[config.mk]
export PLATFORM = sky130hd
export DESIGN_NAME = mod_reduce_stage
export DESIGN_NICKNAME = d
export VERILOG_FILES = /design/src/rtl/mod_pkg.sv /design/src/rtl/mod_sub_step.sv /design/src/rtl/mod_reduce_stage.sv
export SDC_FILE = /design/constraint.sdc
export NUM_CORES = 1
export LEC_CHECK = 0
export CAP_MARGIN = 10
export CORE_MARGIN = 1.5
export CORE_UTILIZATION = 35
export CTS_CLUSTER_SIZE = 24
export DETAILED_ROUTE_END_ITERATION = 7
export GPL_TIMING_DRIVEN = 1
export SETUP_SLACK_MARGIN = 0.15
export SYNTH_ARGS = -nofsm -noshare
export SYNTH_HDL_FRONTEND = slang
export SYNTH_HIERARCHICAL = 1
export SYNTH_SLANG_ARGS = --single-unit
[constraint.sdc]
create_clock -name clk -period 4.75 [get_ports clk]
set_input_delay 0.7125 -clock clk [delete_from_list [all_inputs] [get_ports clk]]
set_output_delay 0.7125 -clock clk [all_outputs]
set_load 0.05 [all_outputs]
[src/rtl/mod_pkg.sv]
// Shared constants, state type and raw-sum helper for the modular reduce stage.
package mod_pkg;

   localparam logic [3:0]  M_DEFAULT = 4'b1100;
   localparam int unsigned RAW_W     = 6;
   localparam int unsigned RES_W     = 4;

   typedef enum logic [1:0] {
      IDLE,
      RED,
      DONE
   } state_e;

   // Partial bits carry weight 2^0..2^3, carry bits 2^1..2^4; 6 bits holds the max of 45.
   function automatic logic [RAW_W-1:0] raw_sum(input logic [3:0] pa, input logic [3:0] pb);
      return {2'b00, pa} + {1'b0, pb, 1'b0};
   endfunction

endpackage

[src/rtl/mod_sub_step.sv]
// One compare-and-subtract step of the modular reduction (combinational).
module mod_sub_step
   import mod_pkg::*;
(
   input  logic [RAW_W-1:0] acc,
   input  logic [3:0]       m,
   output logic [RAW_W-1:0] next_acc,
   output logic             ge
);

   logic [RAW_W-1:0] m_ext;

   // Modulus is zero-extended so the compare happens at full accumulator width.
   always_comb begin
      m_ext    = {2'b00, m};
      ge       = (acc >= m_ext);
      next_acc = acc - m_ext;
   end

endmodule

[src/rtl/mod_reduce_stage.sv]
// Third pipeline stage: forms a + 2*b and reduces it modulo M by repeated
// subtraction, returning the result under a valid/ready handshake.
// Optional statistics outputs (done_cnt, last_iter) are enabled by defining
// MOD_REDUCE_STATS_EN.
module mod_reduce_stage
   import mod_pkg::*;
#(
   parameter logic [3:0] M = M_DEFAULT
) (
   input  logic             clk,
   input  logic             rst_n,
   input  logic             in_valid,
   output logic             in_ready,
   input  logic             s,
   input  logic [3:0]       a,
   input  logic [3:0]       b,
   output logic             out_valid,
   input  logic             out_ready,
   output logic [RES_W-1:0] result,
`ifdef MOD_REDUCE_STATS_EN
   output logic [7:0]       done_cnt,
   output logic [RAW_W-1:0] last_iter,
`endif
   output logic             s_out
);

   state_e           state_q;
   logic [RAW_W-1:0] acc_q;
   logic [RAW_W-1:0] acc_sub;
   logic             acc_ge;

`ifdef MOD_REDUCE_STATS_EN
   logic [RAW_W-1:0] iter_q;
`endif

   mod_sub_step u_sub_step (
      .acc      (acc_q),
      .m        (M),
      .next_acc (acc_sub),
      .ge       (acc_ge)
   );

   // Accept only while idle; no bypass from the output handshake.
   assign in_ready = (state_q == IDLE);

   // Control FSM with registered datapath and outputs.
   always_ff @(posedge clk or negedge rst_n) begin
      if (!rst_n) begin
         state_q   <= IDLE;
         acc_q     <= '0;
         result    <= '0;
         s_out     <= 1'b0;
         out_valid <= 1'b0;
`ifdef MOD_REDUCE_STATS_EN
         iter_q    <= '0;
         last_iter <= '0;
`endif
      end else begin
         case (state_q)
            IDLE: begin
               if (in_valid) begin
                  acc_q   <= raw_sum(a, b);
                  s_out   <= s;
                  state_q <= RED;
`ifdef MOD_REDUCE_STATS_EN
                  iter_q  <= '0;
`endif
               end
            end
            RED: begin
               if (acc_ge) begin
                  acc_q  <= acc_sub;
`ifdef MOD_REDUCE_STATS_EN
                  iter_q <= iter_q + 1'b1;
`endif
               end else begin
                  result    <= acc_q[RES_W-1:0];
                  out_valid <= 1'b1;
                  state_q   <= DONE;
`ifdef MOD_REDUCE_STATS_EN
                  last_iter <= iter_q;
`endif
               end
            end
            DONE: begin
               if (out_ready) begin
                  out_valid <= 1'b0;
                  state_q   <= IDLE;
               end
            end
            default: begin
               state_q <= IDLE;
            end
         endcase
      end
   end

`ifdef MOD_REDUCE_STATS_EN
   // Completed-transaction counter, wraps naturally at 8 bits.
   always_ff @(posedge clk or negedge rst_n) begin
      if (!rst_n) begin
         done_cnt <= '0;
      end else if (out_valid && out_ready) begin
         done_cnt <= done_cnt + 8'd1;
      end
   end
`endif

endmodule

Yosys cells after proc, flatten, opt, wreduce, memory -nomap -nowiden --
Index checks and enable logic that the tools add are counted.
Operators by class: bitwise operators 1, muxes and demuxes 10, eq/ne operators 6, reduce and logical (&&, ||, !) cells 8, magnitude comparators 1, $add $sub $neg 2
Operators with widths (number):
- $mux 6 | 2
- $pmux 6 s2 | 1
- $reduce_and 3->1 | 3
- $ne 2x2->1 const B | 4
- $add 4x5->6 | 1
- $ge 6x4->1 const B | 1
- $mux 2 | 3
- $pmux 2 s3 | 1
- $sub 6x4->6 const B | 1
- $reduce_and 2->1 | 2
- $reduce_bool 2->1 | 2
- $eq 2x1->1 const B | 1
- $eq 2x2->1 const B | 1
- $logic_not 2->1 | 1
- $mux 1 | 2
- $pmux 1 s2 | 1
- $not 1->1 | 1
Word-level totals: bits in registers 14, output and inout bits 7, input port bits 13

Depth between registers and ports, before layout --
Gate-level depths: netlist of the first run.
word-level depth 3, gate-level depth with buffers 11

Hierarchy --
Netlist of the first run, hierarchy kept.
Modules (own cells, without submodules):
- mod_reduce_stage | cells an instance 72, times used 1, area each 744.5 µm²
- mod_sub_step | cells an instance 36, times used 1, area each 235.2 µm²

Worst setup path before layout of the first run --
OpenSTA, ideal clock, no wires.
kind register to register, start register acc_q[3], end register result[0], data required time 4625 ps, arrival time 1768 ps, setup slack 2857 ps, stages on the path, launching flop included 8, cells stage by stage dfrtp_1 ha_1 clkbuf_1 nand2_1 a21oi_1 a211o_1 nor2_1 mux2_2
On the way: word-level cells in the longest chain between the ends 3
RTL lines:
- from (decl) | line mod_reduce_stage.sv:28 | logic [RAW_W-1:0] acc_q;
- from (signal assigned) | line mod_reduce_stage.sv:62 | acc_q <= raw_sum(a, b);
- from (signal assigned) | line mod_reduce_stage.sv:72 | acc_q <= acc_sub;
- $ge 6x4->1 | line mod_sub_step.sv:16 | ge = (acc >= m_ext);
- net acc_ge | line mod_reduce_stage.sv:30 | logic acc_ge;
- $not 1->1 (no source line)
- $reduce_and 2->1 (no source line)
- to (signal assigned) | line mod_reduce_stage.sv:77 | result <= acc_q[RES_W-1:0];
- to (decl) | line mod_reduce_stage.sv:19 | output logic [RES_W-1:0] result,
The timed path passes the listed nets, and every way through them passes these cells. A chain may end at the register's enable or synchronous reset.

Final worst setup path of the first run --
start register state_q[0], end output port in_ready
On the way: word-level cells in the longest chain between the ends 1
RTL lines:
- from (decl) | line mod_reduce_stage.sv:27 | state_e state_q;
- from (signal assigned) | line mod_reduce_stage.sv:49 | state_q <= IDLE;
- from (signal assigned) | line mod_reduce_stage.sv:64 | state_q <= RED;
- from (signal assigned) | line mod_reduce_stage.sv:79 | state_q <= DONE;
- $logic_not 2->1 | line mod_reduce_stage.sv:44 | assign in_ready = (state_q == IDLE);
- to (decl) | line mod_reduce_stage.sv:13 | output logic in_ready,
Every way passes these cells.

==> results of run 1 <==
## flip-flops by register name, summed over array words and instances (netlist names)
signal	cells
s_out	1
state_q	2
acc_q	6
out_valid	1
result	4
## final timing paths
kind / startpoint / end / slack [ns] / cells past startpoint
setup / recovery: state_q[0] / in_ready / 2.30 / 2
hold / removal: result[3] / result[3] / 0.51 / 1
setup reg to reg: acc_q[3] / result[1] / 2.72 / 6
hold reg to reg: result[3] / result[3] / 0.51 / 1
max in group asynchronous: rst_n / acc_q[1] / 3.53 / 1
min in group asynchronous: rst_n / result[1] / 0.81 / 1
## power by group through the flow
stage	sequential, W	clock [W]	combinational, W
floorplan	0.000314	0	0.000344
global placement	0.000235	0	0.000541
detailed placement	0.000237	0	0.000549
CTS	0.000234	0.0000885	0.000551
global route	0.000242	0.0000928	0.000612
finish	0.000232	0.0000870	0.000548
## stage by stage
step / cells / instance area, um2
after floorplan: 111 / 991.0
after global routing: 162 / 1236
after CTS: 162 / 1236
final: 162 / 1236
after detailed placement: 158 / 1200
after global placement: 158 / 1200
## placed cells by master (no fill, tap or decap), types with 3 or more instances in the layout
cell type / netlist / routed
conb_1: 2 / 5
nor2_1: 15 / 15
nor2b_1: 4 / 4
nand2_1: 9 / 9
nand2b_1: 3 / 3
mux2_2: 5 / 5
inv_1: 10 / 10
clkbuf_4: 0 / 3
clkdlybuf4s50_1: 0 / 19
a21oi_1: 10 / 10
dfrtp_1: 14 / 14
o21ai_0: 3 / 3
ha_1: 7 / 7
## worst max-delay path: stages (launching register included)
cell and delay, ns:
dfrtp_1 0.47, nor2_1 0.16, clkdlybuf4s50_1 0.82
## cell families after synthesis
family / synth area share [%]
compound gates: 14.69
other cells: 0.7666
xor+xnor: 3.577
fa+ha+maj: 13.03
mux: 7.790
simple gates: 18.52
buf+inv: 5.874
flops: 35.76
## cell type report
cell class,instances,area share [%]
well taps,31,3.138
multi-input cells,84,47.17
clock buffers,4,2.935
inverters,10,3.036
repair buffers,19,15.38
flip-flops and latches,14,28.34
## per-layer routing
layer | vias to the layer above | wire [um] | part of all wire [%] | track usage, %
met5 | - | 0 | 0 | 0
met4 | 0 | 34 | 1.8 | 6.122
met3 | 5 | 38 | 2.0 | 1.395
met2 | 12 | 931 | 50 | 24.83
met1 | 364 | 872 | 46 | 17.95
li1 | 404 | - | - | -
==> metrics.md, run 1 <==
| Metric | Value |
|---|---|
| Outcome | `complete, no violations` |
| Post-route antenna net violation count | `0` |
| I/O pin count | `20` |
| Minimum clock period | `2.450 ns` |
| Via count | `785` |
| Post-route clock period utilization | `between 50% and 60%` |
| Placer congestion estimate | `0.7801` |
| TritonCTS clock tree | `done` |
| Worst hold margin | `about 0.5 ns` |
| Count of state elements after synthesis | `14` |
| Post-synthesis cell type count | `31` |
| Core Util, Final | `a little under half` |
| Total wire length | `~1900 um` |
| Power per cell area | `approximately 700 nW/um2` |
| Peak supply drop | `0.3792 mV` |
| Clk root buf | `clkbuf_4` |
| Clock power share | `around a tenth` |
| FILL cells | `about 280` |
| Switching part of the total | `a little under half` |
| Post-CTS setup buffers | `0` |
| Worst slew pin tran | `0.6248 ns` |
| Initial Util | `between 30 and 40%` |
| HP Class | `register to register` |
| Die Span X | `55.91 um` |
| Worst rel slew slack | `between 50% and 60%` |
| Crit path DAT | `about 1.7 ns` |
| Final worst slack | `2.300 ns` |
| First-pass GRT wire length | `roughly 3500 um` |
| DR WL/cell | `11.59 um` |
| Full die area | `around 3100 um2` |
| Total of max-cap violations | `0` |
| DRT iter0 DRCs | `4` |
| Clock Skew | `approximately 0.0063 ns` |
| Number of global-route vias before repair | `804` |
| Lkg Pwr | `around 0.56 nW` |
| Post-CTS sizing | `0` |
| Post-synthesis sequential area ratio | `a little over a third` |
| Worst-Skew Late Latency | `approximately 0.28 ns` |
| Footprint of the multi-input gates | `583.1 um2` |
| Final-report hold violation count | `0` |
| Total Nets Final | `between 150 and 200` |
| Die height | `about 56 um` |
| Fmax | `0.4081 GHz` |
| Largest net degree at the start of global routing | `15` |
| EDFF count, synth | `0` |
| Synth Warn # | `6` |
| Register area | `between 300 and 400 um2` |
| Share of the synthesized area in the top cell type | `35.76%` |
| Initial antenna violation count | `0` |
| # hold bufs at CTS | `0` |
| Critical path peak fanout | `6` |
| Worst-path clk slew | `roughly 0.090 ns` |
| Critical path capture point type | `output port` |
| Total CTS buffers | `3` |
| Row cnt | `19` |
| Share of layout cells above drive strength 1 | `under 10%` |
| Sequential power share | `a little over a quarter` |
| Setup TNS | `0 ns` |
| Vias per cell | `between 4 and 5` |
| I/O Buffers | `19` |
| Pre-CTS setup slack | `between 2 and 2.5 ns` |
| Synth-to-layout area growth | `26.18%` |
| Mapped Avg Cell Area | `slightly above 9 um2` |
| GRT Overall Usage | `roughly 14%` |
| Area of the core | `approximately 2700 um2` |
| Gate Count Post-Synth | `~110` |
| Total power | `between 0.0008 and 0.0009 W` |
| Top post-synthesis cells by count | `nor2_1, dfrtp_1, a21oi_1, inv_1, nand2_1` |
| Internal power | `0.0004564 W` |
| Slew Viols, Final | `0` |
| Setup CP Type | `register to output port` |
| Sink Count | `14` |
| First drt pass iteration count | `2` |
| Area contributors post-synth | `dfrtp_1, ha_1, mux2_2` |
| Antenna fix cells | `0` |
| DRC | `0` |
| Sw Pwr | `0.0004106 W` |
| Unrepaired setup endpoints after global routing | `no` |
| Combinational share of power | `a little over three fifths` |
| Worst setup SP type | `register` |
| Most common cell in the synthesized netlist | `nor2_1` |
| Post-synthesis async set-or-reset flop share | `100.0%` |
| Longest Clk Path Bufs | `2` |
| H-tree depth | `1` |
| Main flop type after synthesis | `dfrtp_1` |
| Gr ovfl total | `0` |
| Final setup violation count | `0` |
| Worst EP required | `slightly above 4 ns` |
| Post-Syn Area | `979.7 um2` |
| Post-DP HPWL | `1540 um` |
| Largest area contributor in the netlist | `dfrtp_1` |
(Power assumes the default switching activity.)
==> run 2, diff against run 1 <==
==> constraint.sdc (replaced) <==
create_clock -name clk -period 2.22 [get_ports clk]
set_input_delay 0.333 -clock clk [delete_from_list [all_inputs] [get_ports clk]]
set_output_delay 0.333 -clock clk [all_outputs]
set_load 0.05 [all_outputs]
==> run 2 against run 1 <==
Sequential cell count stayed put. Critical path type is now register to register. Non-clock buffer count up 1. Count of clock-buffer cells in the layout stayed put. First-iteration DRC count rose to 3.5 times the previous value. Sequential share of layout area down 0.28 points. Final cell count increased by 0.62%. Worst hold slack worse by 0.059 ns. Die area did not move. Wire length rose by 5.4%. Register-to-register slack lost 2.4 ns. Core utilization rose by 0.46 points.
==> metrics.md, run 2 (same netlist as run 1, synthesis figures left out) <==
| Metric | Value |
|---|---|
| Share of layout cells above drive strength 1 | `12.12%` |
| Number of global-route vias before repair | `740` |
| Die Span X | `55.91 um` |
| Max reg flops | `6` |
| Most flop-heavy register | `acc_q` |
| Fmax | `0.5252 GHz` |
| First-pass GRT wire length | `3249 um` |
| Total wire length | `just under 2000 um` |
| Commonest non-fill, non-tap cells in the layout | `clkdlybuf4s50_1, nor2_1, dfrtp_1` |
| Total Nets Final | `roughly 160` |
| Longest Clk Path Bufs | `2` |
| Post-CTS setup buffers | `0` |
| Post-route clock period utilization | `between 80% and 90%` |
| Placer congestion estimate | `about 0.87` |
| Sink Count | `14` |
| CP cell instances | `or3_1 -> a211o_1 -> mux2i_2 -> nor2_4 -> mux2i_1 -> o21ai_0` |
| Peak supply drop | `between 0.8 and 0.9 mV` |
| Synth-to-layout area growth | `27.46%` |
| H-tree depth | `1` |
| Vias per cell | `between 4 and 5` |
| I/O pin count | `20` |
| Worst slew pin tran | `roughly 0.65 ns` |
| Outcome | `complete, no violations` |
| Worst-Skew Late Latency | `between 0.2 and 0.3 ns` |
| Critical path peak fanout | `12` |
| Initial Util | `between 30% and 40%` |
| Via count | `approximately 800` |
| Final-report hold violation count | `0` |
| Total of max-cap violations | `0` |
| Worst setup SP type | `register` |
| Minimum clock period | `approximately 1.9 ns` |
| Die height | `approximately 56 um` |
| Gr ovfl total | `0` |
| Worst rel slew slack | `56.55%` |
| Area of the core | `about 2700 um2` |
| Total CTS buffers | `3` |
| Clock Skew | `~0.0028 ns` |
| # hold bufs at CTS | `0` |
| Full die area | `approximately 3100 um2` |
| Lkg Pwr | `between 0.5 and 0.6 nW` |
| HP Class | `primary input to async pin` |
| Setup TNS | `0 ns` |
| Row cnt | `19` |
| DR WL/cell | `12.14 um` |
| Setup CP Type | `register to register` |
| Final setup violation count | `0` |
| DRC | `0` |
| TritonCTS clock tree | `done` |
| Largest net degree at the start of global routing | `15` |
| Power per cell area | `around 1500 nW/um2` |
| Commonest non-fill, non-tap cell in the layout | `clkdlybuf4s50_1` |
| Crit path DAT | `2.06 ns` |
| CP max stage cell | `dfrtp_1` |
| First drt pass iteration count | `4` |
| Post-DP HPWL | `1600 um` |
| Worst EP required | `2.38 ns` |
| Unrepaired setup endpoints after global routing | `no` |
| Initial antenna violation count | `0` |
| Clk root buf | `clkbuf_4` |
| Slew Viols, Final | `0` |
| Antenna fix cells | `0` |
| Worst-path clk slew | `0.08 ns` |
| Pre-CTS setup slack | `0.2150 ns` |
| I/O Buffers | `19` |
| Critical path capture point type | `register` |
| Crit-path max cell delay | `roughly 0.42 ns` |
| DRT iter0 DRCs | `14` |
| GRT Overall Usage | `13.21%` |
| Biggest regs | `acc_q (6), result (4), state_q (2)` |
| Post-route antenna net violation count | `0` |
| Final worst slack | `approximately 0.32 ns` |
==> run 2: path summary, 6_finish.rpt <==
| kind | startpoint | endpoint | slack [ns] | depth (start not counted) |
|---|---|---|---|---|
| max in group asynchronous | rst_n | result[2] | 1.35 | 1 |
| worst min register to register | s_out | s_out | 0.51 | 1 |
| min in group clk | s_out | s_out | 0.51 | 1 |
| worst max-delay path | acc_q[5] | acc_q[4] | 0.32 | 6 |
| worst max register to register | acc_q[5] | acc_q[4] | 0.32 | 6 |
| worst min-delay path | rst_n | s_out | 0.45 | 1 |
==> run 2: cell type report <==
class	count	area, um2
Clock buffer	4	36.28
Timing Repair Buffer	20	196.4
Sequential cell	14	350.3
Tap cell	31	38.79
Fill cell	261	1461
Inverter	10	37.54
Multi-Input combinational cell	84	589.3
==> run 2: routing by layer <==
layer	track usage [%]	share of wire [%]	vias to the layer above
met5	0	0	-
met4	5.102	0.51	0
met3	1.628	3.4	2
met2	22.62	49	19
met1	17.01	47	374
li1	-	-	406
==> run 2: critical path, delay by kind of cell (launching register included) <==
| family | cells | cell delay [ns] |
|---|---|---|
| simple gates | 2 | 0.54 |
| mux | 2 | 0.39 |
| compound gates | 2 | 0.45 |
| flops | 1 | 0.42 |
==> run 2: per-stage QoR <==
step / power (W) / area [um2] / hold slack (ns) / instances / util (%)
final: 0.001884 / 1249 / 0.4516 / 163 / 46.08
after global routing: 0.002037 / 1249 / 0.4993 / 163 / 46.08
after CTS: 0.001881 / 1242 / 0.4643 / 163 / 45.84
after detailed placement: 0.001698 / 1207 / 0.4954 / 159 / 44.55
after global placement: 0.001683 / 1207 / 0.4932 / 159 / 44.55
after floorplan: 0.001408 / 991.0 / 0.03741 / 111 / -
==> run 2: repair_timing <==
item                                    in CTS  in global routing
pin swaps                                    0                  0
endpoints found under the setup margin       1                  8
gates cloned                                 0                  0
gates resized for setup                      1                  2
==> run 2: where the power goes <==
| group | internal [W] | switching, W | leakage, nW |
|---|---|---|---|
| Sequential | 0.000387 | 0.000116 | 0.165 |
| Clock | 0.0000997 | 0.0000801 | 0.0210 |
| Combinational | 0.000500 | 0.000701 | 0.383 |
| Total | 0.000987 | 0.000897 | 0.569 |
